File: src/rtl/fifo_fc_pkg.sv
// fifo_fc_pkg: one-hot flow-control states and error-cause codes shared by fifo_fc.
package fifo_fc_pkg;
  typedef enum logic [2:0] {
    ST_RESET  = 3'b001,
    ST_NORMAL = 3'b010,
    ST_PAUSE  = 3'b100
  } fc_state_e;
  localparam logic [1:0] ERR_NONE = 2'b00;
  localparam logic [1:0] ERR_OVF  = 2'b01;
  localparam logic [1:0] ERR_UDF  = 2'b10;
  localparam logic [1:0] ERR_BOTH = 2'b11;
endpackage

File: src/rtl/fifo_fc_mem.sv
// fifo_fc_mem: DEPTH x DW dual-port RAM, sync write, registered read; reset clears only the read register.
module fifo_fc_mem #(
  parameter int AW = 3,
  parameter int DW = 6
) (
  input  logic          clk,
  input  logic          reset,
  input  logic          we,
  input  logic          re,
  input  logic [AW-1:0] waddr,
  input  logic [AW-1:0] raddr,
  input  logic [DW-1:0] wdata,
  output logic [DW-1:0] rdata
);
  logic [DW-1:0] ram [2**AW];
  logic [DW-1:0] data_q, data_d;
  always_ff @(posedge clk) begin
    if (we) ram[waddr] <= wdata;
  end
  // Read-before-write: a full push+pop on the same slot returns the old word.
  always_comb data_d = !reset ? '0 : re ? ram[raddr] : data_q;
  always_ff @(posedge clk) data_q <= data_d;
  assign rdata = data_q;
endmodule

File: src/rtl/fifo_fc.sv
// fifo_fc: FIFO with exact full/empty, hysteresis almost_full and error report; FIFO_FC_STICKY_ERR_EN makes errors sticky until reset.
module fifo_fc #(
  parameter int AW = 3,
  parameter int DW = 6
) (
  input  logic          clk,
  input  logic          reset,
  input  logic [DW-1:0] data_in,
  input  logic          push,
  input  logic          pop,
  input  logic [AW:0]   umbral_almost_full,
  input  logic [AW:0]   umbral_almost_empty,
  output logic [DW-1:0] data_out,
  output logic          valid_out,
  output logic          almost_full,
  output logic          fifo_empty,
  output logic          fifo_full,
  output logic [AW:0]   occupancy,
  output logic          error,
  output logic [1:0]    error_cause
);
  import fifo_fc_pkg::*;
  localparam logic [AW:0] FULL = {1'b1, {AW{1'b0}}};
  logic [AW:0] count_q, count_d, af_th, ae_th;
  logic [AW-1:0] wr_ptr_q, wr_ptr_d, rd_ptr_q, rd_ptr_d;
  logic push_ok, pop_ok, ovf, udf, valid_q, valid_d;
  logic [1:0] err_now, err_q, err_d;
  fc_state_e state_q, state_d;
  always_comb begin
    pop_ok = pop && count_q != '0;
    push_ok = push && (count_q != FULL || pop_ok);
    ovf = push && !push_ok;
    udf = pop && !pop_ok;
    err_now = ovf && udf ? ERR_BOTH : ovf ? ERR_OVF : udf ? ERR_UDF : ERR_NONE;
    count_d = !reset ? '0 : count_q + (AW+1)'(push_ok) - (AW+1)'(pop_ok);
    wr_ptr_d = !reset ? '0 : wr_ptr_q + AW'(push_ok);
    rd_ptr_d = !reset ? '0 : rd_ptr_q + AW'(pop_ok);
    valid_d = reset && pop_ok;
`ifdef FIFO_FC_STICKY_ERR_EN
    err_d = !reset ? ERR_NONE : err_q | err_now;
`else
    err_d = !reset ? ERR_NONE : err_now;
`endif
    af_th = umbral_almost_full > FULL ? FULL : umbral_almost_full;
    ae_th = umbral_almost_empty > FULL ? FULL : umbral_almost_empty;
  end
  always_ff @(posedge clk) begin
    count_q <= count_d;
    wr_ptr_q <= wr_ptr_d;
    rd_ptr_q <= rd_ptr_d;
    valid_q <= valid_d;
    err_q <= err_d;
  end
  always_ff @(posedge clk) state_q <= state_d;
  // Only the current state's own check runs, so inverted thresholds cannot oscillate within a cycle.
  always_comb begin
    state_d = !reset ? ST_RESET :
              state_q == ST_RESET ? ST_NORMAL :
              state_q == ST_NORMAL && count_d >= af_th ? ST_PAUSE :
              state_q == ST_PAUSE && count_d <= ae_th ? ST_NORMAL : state_q;
  end
  always_comb almost_full = state_q == ST_PAUSE;
  fifo_fc_mem #(.AW(AW), .DW(DW)) u_mem (
    .clk   (clk),
    .reset (reset),
    .we    (push_ok && reset),
    .re    (pop_ok),
    .waddr (wr_ptr_q),
    .raddr (rd_ptr_q),
    .wdata (data_in),
    .rdata (data_out)
  );
  assign valid_out = valid_q;
  assign fifo_empty = count_q == '0;
  assign fifo_full = count_q == FULL;
  assign occupancy = count_q;
  assign error = |err_q;
  assign error_cause = err_q;
endmodule
File: config.mk
export PLATFORM = sky130hd
export DESIGN_NAME = fifo_fc
export DESIGN_NICKNAME = d
export VERILOG_FILES = /design/src/rtl/fifo_fc_pkg.sv /design/src/rtl/fifo_fc_mem.sv /design/src/rtl/fifo_fc.sv
export SDC_FILE = /design/constraint.sdc
export NUM_CORES = 1
export LEC_CHECK = 0
export ABC_AREA = 1
export BUFFER_PORTS_ARGS = -buffer_cell sky130_fd_sc_hd__buf_2
export CAP_MARGIN = 20
export CORE_ASPECT_RATIO = 1.5
export CORE_MARGIN = 5
export CORE_UTILIZATION = 30
export DETAILED_ROUTE_END_ITERATION = 7
export SYNTH_ARGS = -nofsm -noshare
export SYNTH_HDL_FRONTEND = slang
export SYNTH_HIERARCHICAL = 1
export SYNTH_SLANG_ARGS = --single-unit
File: constraint.sdc
create_clock -name clk -period 3.7 [get_ports clk]
set_input_delay 0.185 -clock clk [delete_from_list [all_inputs] [get_ports clk]]
set_output_delay 0.185 -clock clk [all_outputs]
set_load 0.02 [all_outputs]
==> out/metrics.cfg <==
[sta]
worst_slack_ns=0.606
setup_viol=0
maxSlewHeadroom_pct=33.0
fmax_ghz=0.323
rsz0062_at_grt=no
finalCritPeriodShare_pct=83.6
hold_ws_ns=0.114
finalHoldViolCount=0
tightestPinTransition_ns=1.00
period_needed_ns=3.09
skew_ns=0.00499
tns_ns=0
slew_viol_final=0

[global_route]
gr-usage-met2_pct=19.8
grt_max_degree=27
grt_pass1_vias=2437
antenna_found_initial=0
met3_usage_pct=3.42
grt_pass1_wl_mm=11.3
grt_usage_pct=11.3
grt_overflow=0
busiest_layer=met2
globalRouteMet1Util_pct=11.6

[setup_path]
reg2reg_from=occupancy[2]$_DFF_P_
reg2reg_slack_ns=0.61
critPathLaunch=occupancy[2]$_DFF_P_
critPathLaunchType=flip-flop
ff2ff_path_depth=19
crit_path_max_fanout=14
r2r-end=state_q[1]$_SDFFE_PN0P_
crit_path_end=state_q[1]$_SDFFE_PN0P_
critPathArrivalTime_ns=3.33
critical_path_class=reg -> reg
end_kind=flip-flop
cp_data_required_time_ns=3.93

[floorplanning]
dieArea_sq_um=13300
die_y_microns=139
core_sq_um=10900
die_w_microns=95.9
rows=47
io_pins=35
start_util_pct=30.4

[clocking]
cts_tree=built
cts_setup_buffers=0
clock_sinks=70
clock_latency_ns=0.33
clk_pin_slew_worst_paths_ns=0.05
cts_buffers=9
ctsRootBufferMaster=clkbuf_16
hold_buffers=0
cts_resized=0
cts.path.max_buffers=2
htree_levels=3

[drt]
drtPass1Iterations=4
viasPerCell=4.39
vias=2409
dr.first_iter.drc_count=121
drt_wl_total_mm=6.98
avgRoutedWirePerCell_microns=12.7
postRouteAntennaNets=0
drc=0

[cells_and_area]
fin_nets=433
layout.cells.non_filler=549
area_growth_pct=18.2
drive_gt1_share_pct=16.4
antenna_cells=0
utilization_pct=35.9

[place]
globalplace.congestion=0.804
pre_cts_slack_ns=0.574
placedCellCount=533
hpwl_mm=4.97
port_buffers=34

[yosys]
ys_ff_latch=70
ys_warn_count=6
syn_area_sq_um=3320
synth_area_per_cell_sq_um=9.23
ys_types=24
synth_cells=360
synth_nets=396
ys_seq_area_share_pct=56.6

[status]
outcome=finished, final reports clean

[power_and_ir_drop]
p_per_area_nw_per_um2=719
leakage_nw=1.84
ir_drop_mv=0.305

[flow_run]
cap_violations=0

[worst_hold_path]
worstHoldPathType=in -> reg

## final cells by class
type,instances,area (sq um)
fill,1135,7010
sequential,70,1880
multi-input combinational,199,1070
inverter,82,310
clock buffer,11,233
tap,147,184
timing repair buffer,35,178
clock inverter,5,73.8
## how the worst min path moves through the flow
stage                          start                   endpoint  slack, ns  depth (start not counted)
after floorplan           data_in[0]  u_mem/ram[0][0]$_DFFE_PP_       0.28                          0
after global placement    data_in[3]  u_mem/ram[3][3]$_DFFE_PP_       0.46                          1
after detailed placement  data_in[3]  u_mem/ram[2][3]$_DFFE_PP_       0.46                          1
after CTS                 data_in[3]  u_mem/ram[2][3]$_DFFE_PP_       0.11                          1
after global routing      data_in[3]  u_mem/ram[2][3]$_DFFE_PP_       0.12                          1
final                     data_in[3]  u_mem/ram[1][3]$_DFFE_PP_       0.11                          1
## power by group
group / total (mW) / switching [mW] / internal (mW)
registers: 1.04 / 0.109 / 0.934
clock network: 0.884 / 0.299 / 0.585
logic: 0.897 / 0.578 / 0.319
## critical path, stage by stage, from the launching register on
cell     delay, ns
dfxtp_1       0.32
inv_1         0.07
ha_1          0.21
nand2_2       0.08
inv_2         0.05
nor2_4        0.08
buf_4         0.22
nand2_1       0.14
ha_1          0.29
a21o_1        0.18
a21oi_1       0.15
o21ai_0       0.09
a21oi_1       0.25
ha_1          0.30
a21oi_1       0.14
nand3_1       0.11
nand2_1       0.12
nand4_1       0.09
nand2_1       0.06
inv_1         0.04
## layout by cell type (no fill, tap or decap), types with 3 or more instances in the layout
cell type | Yosys | layout
nand2_1 | 86 | 86
inv_1 | 76 | 76
edfxtp_1 | 48 | 48
nand3_1 | 39 | 39
buf_2 | 6 | 34
dfxtp_1 | 22 | 22
ha_1 | 17 | 17
nor2_1 | 15 | 15
o21ai_0 | 10 | 10
clkbuf_16 | 0 | 9
a21oi_1 | 7 | 7
a21oi_2 | 6 | 6
nor3_1 | 5 | 5
inv_2 | 5 | 5
nand2_2 | 3 | 3
nand4_1 | 3 | 3
## synthesized netlist by cell type
library cell,count,area share (%)
nor3b_1,1,0.23
a21oi_1,7,1.1
inv_4,1,0.19
nand2_2,3,0.56
nand2_1,86,9.7
fa_1,1,0.60
ha_1,17,6.4
edfxtp_1,48,43
nor3_1,5,0.75
nand3_1,39,5.9
dfxtp_1,22,13
inv_2,5,0.56
nor3_2,1,0.30
nor2_1,15,1.7
o21ai_0,10,1.5
buf_6,3,1.0
xnor2_1,2,0.53
a21oi_2,6,1.6
buf_2,6,0.90
a21o_1,1,0.23
or2_2,1,0.19
nor2_4,1,0.34
nand4_1,3,0.56
inv_1,76,8.6
## kinds of logic after synthesis
| family | count (synthesis) | synth area share [%] |
|---|---|---|
| AND/OR/NAND/NOR | 155 | 20.2 |
| adder cells (fa/ha/maj) | 18 | 7.00 |
| XOR/XNOR | 2 | 0.527 |
| AO/OA/AOI/OAI | 24 | 4.37 |
| buffers and inverters | 91 | 11.3 |
| flip-flops | 70 | 56.6 |
## registers in the layout (all words and copies together), names as in the netlist
register / flops
u_mem/ram: 48
rd_ptr_q: 3
valid_out: 1
u_mem/rdata: 6
wr_ptr_q: 3
state_q: 3
occupancy: 4
error_cause: 2
## routing by layer
| metal | share of wire, % | up-vias | wire, microns |
|---|---|---|---|
| met5 | 0 | - | 0 |
| met4 | 3.2 | 0 | 222 |
| met3 | 5.4 | 17 | 376 |
| met2 | 52 | 54 | 3660 |
| met1 | 39 | 1122 | 2710 |
| li1 | - | 1216 | - |
## through the flow
step,area (sq um),power [mW]
2_1_floorplan,3320,1.73
3_3_place_gp,3620,1.94
3_5_place_dp,3620,1.97
4_1_cts,3930,2.86
5_1_grt,3930,3.03
6_report,3930,2.82
Power figures use the tool's default switching activity.
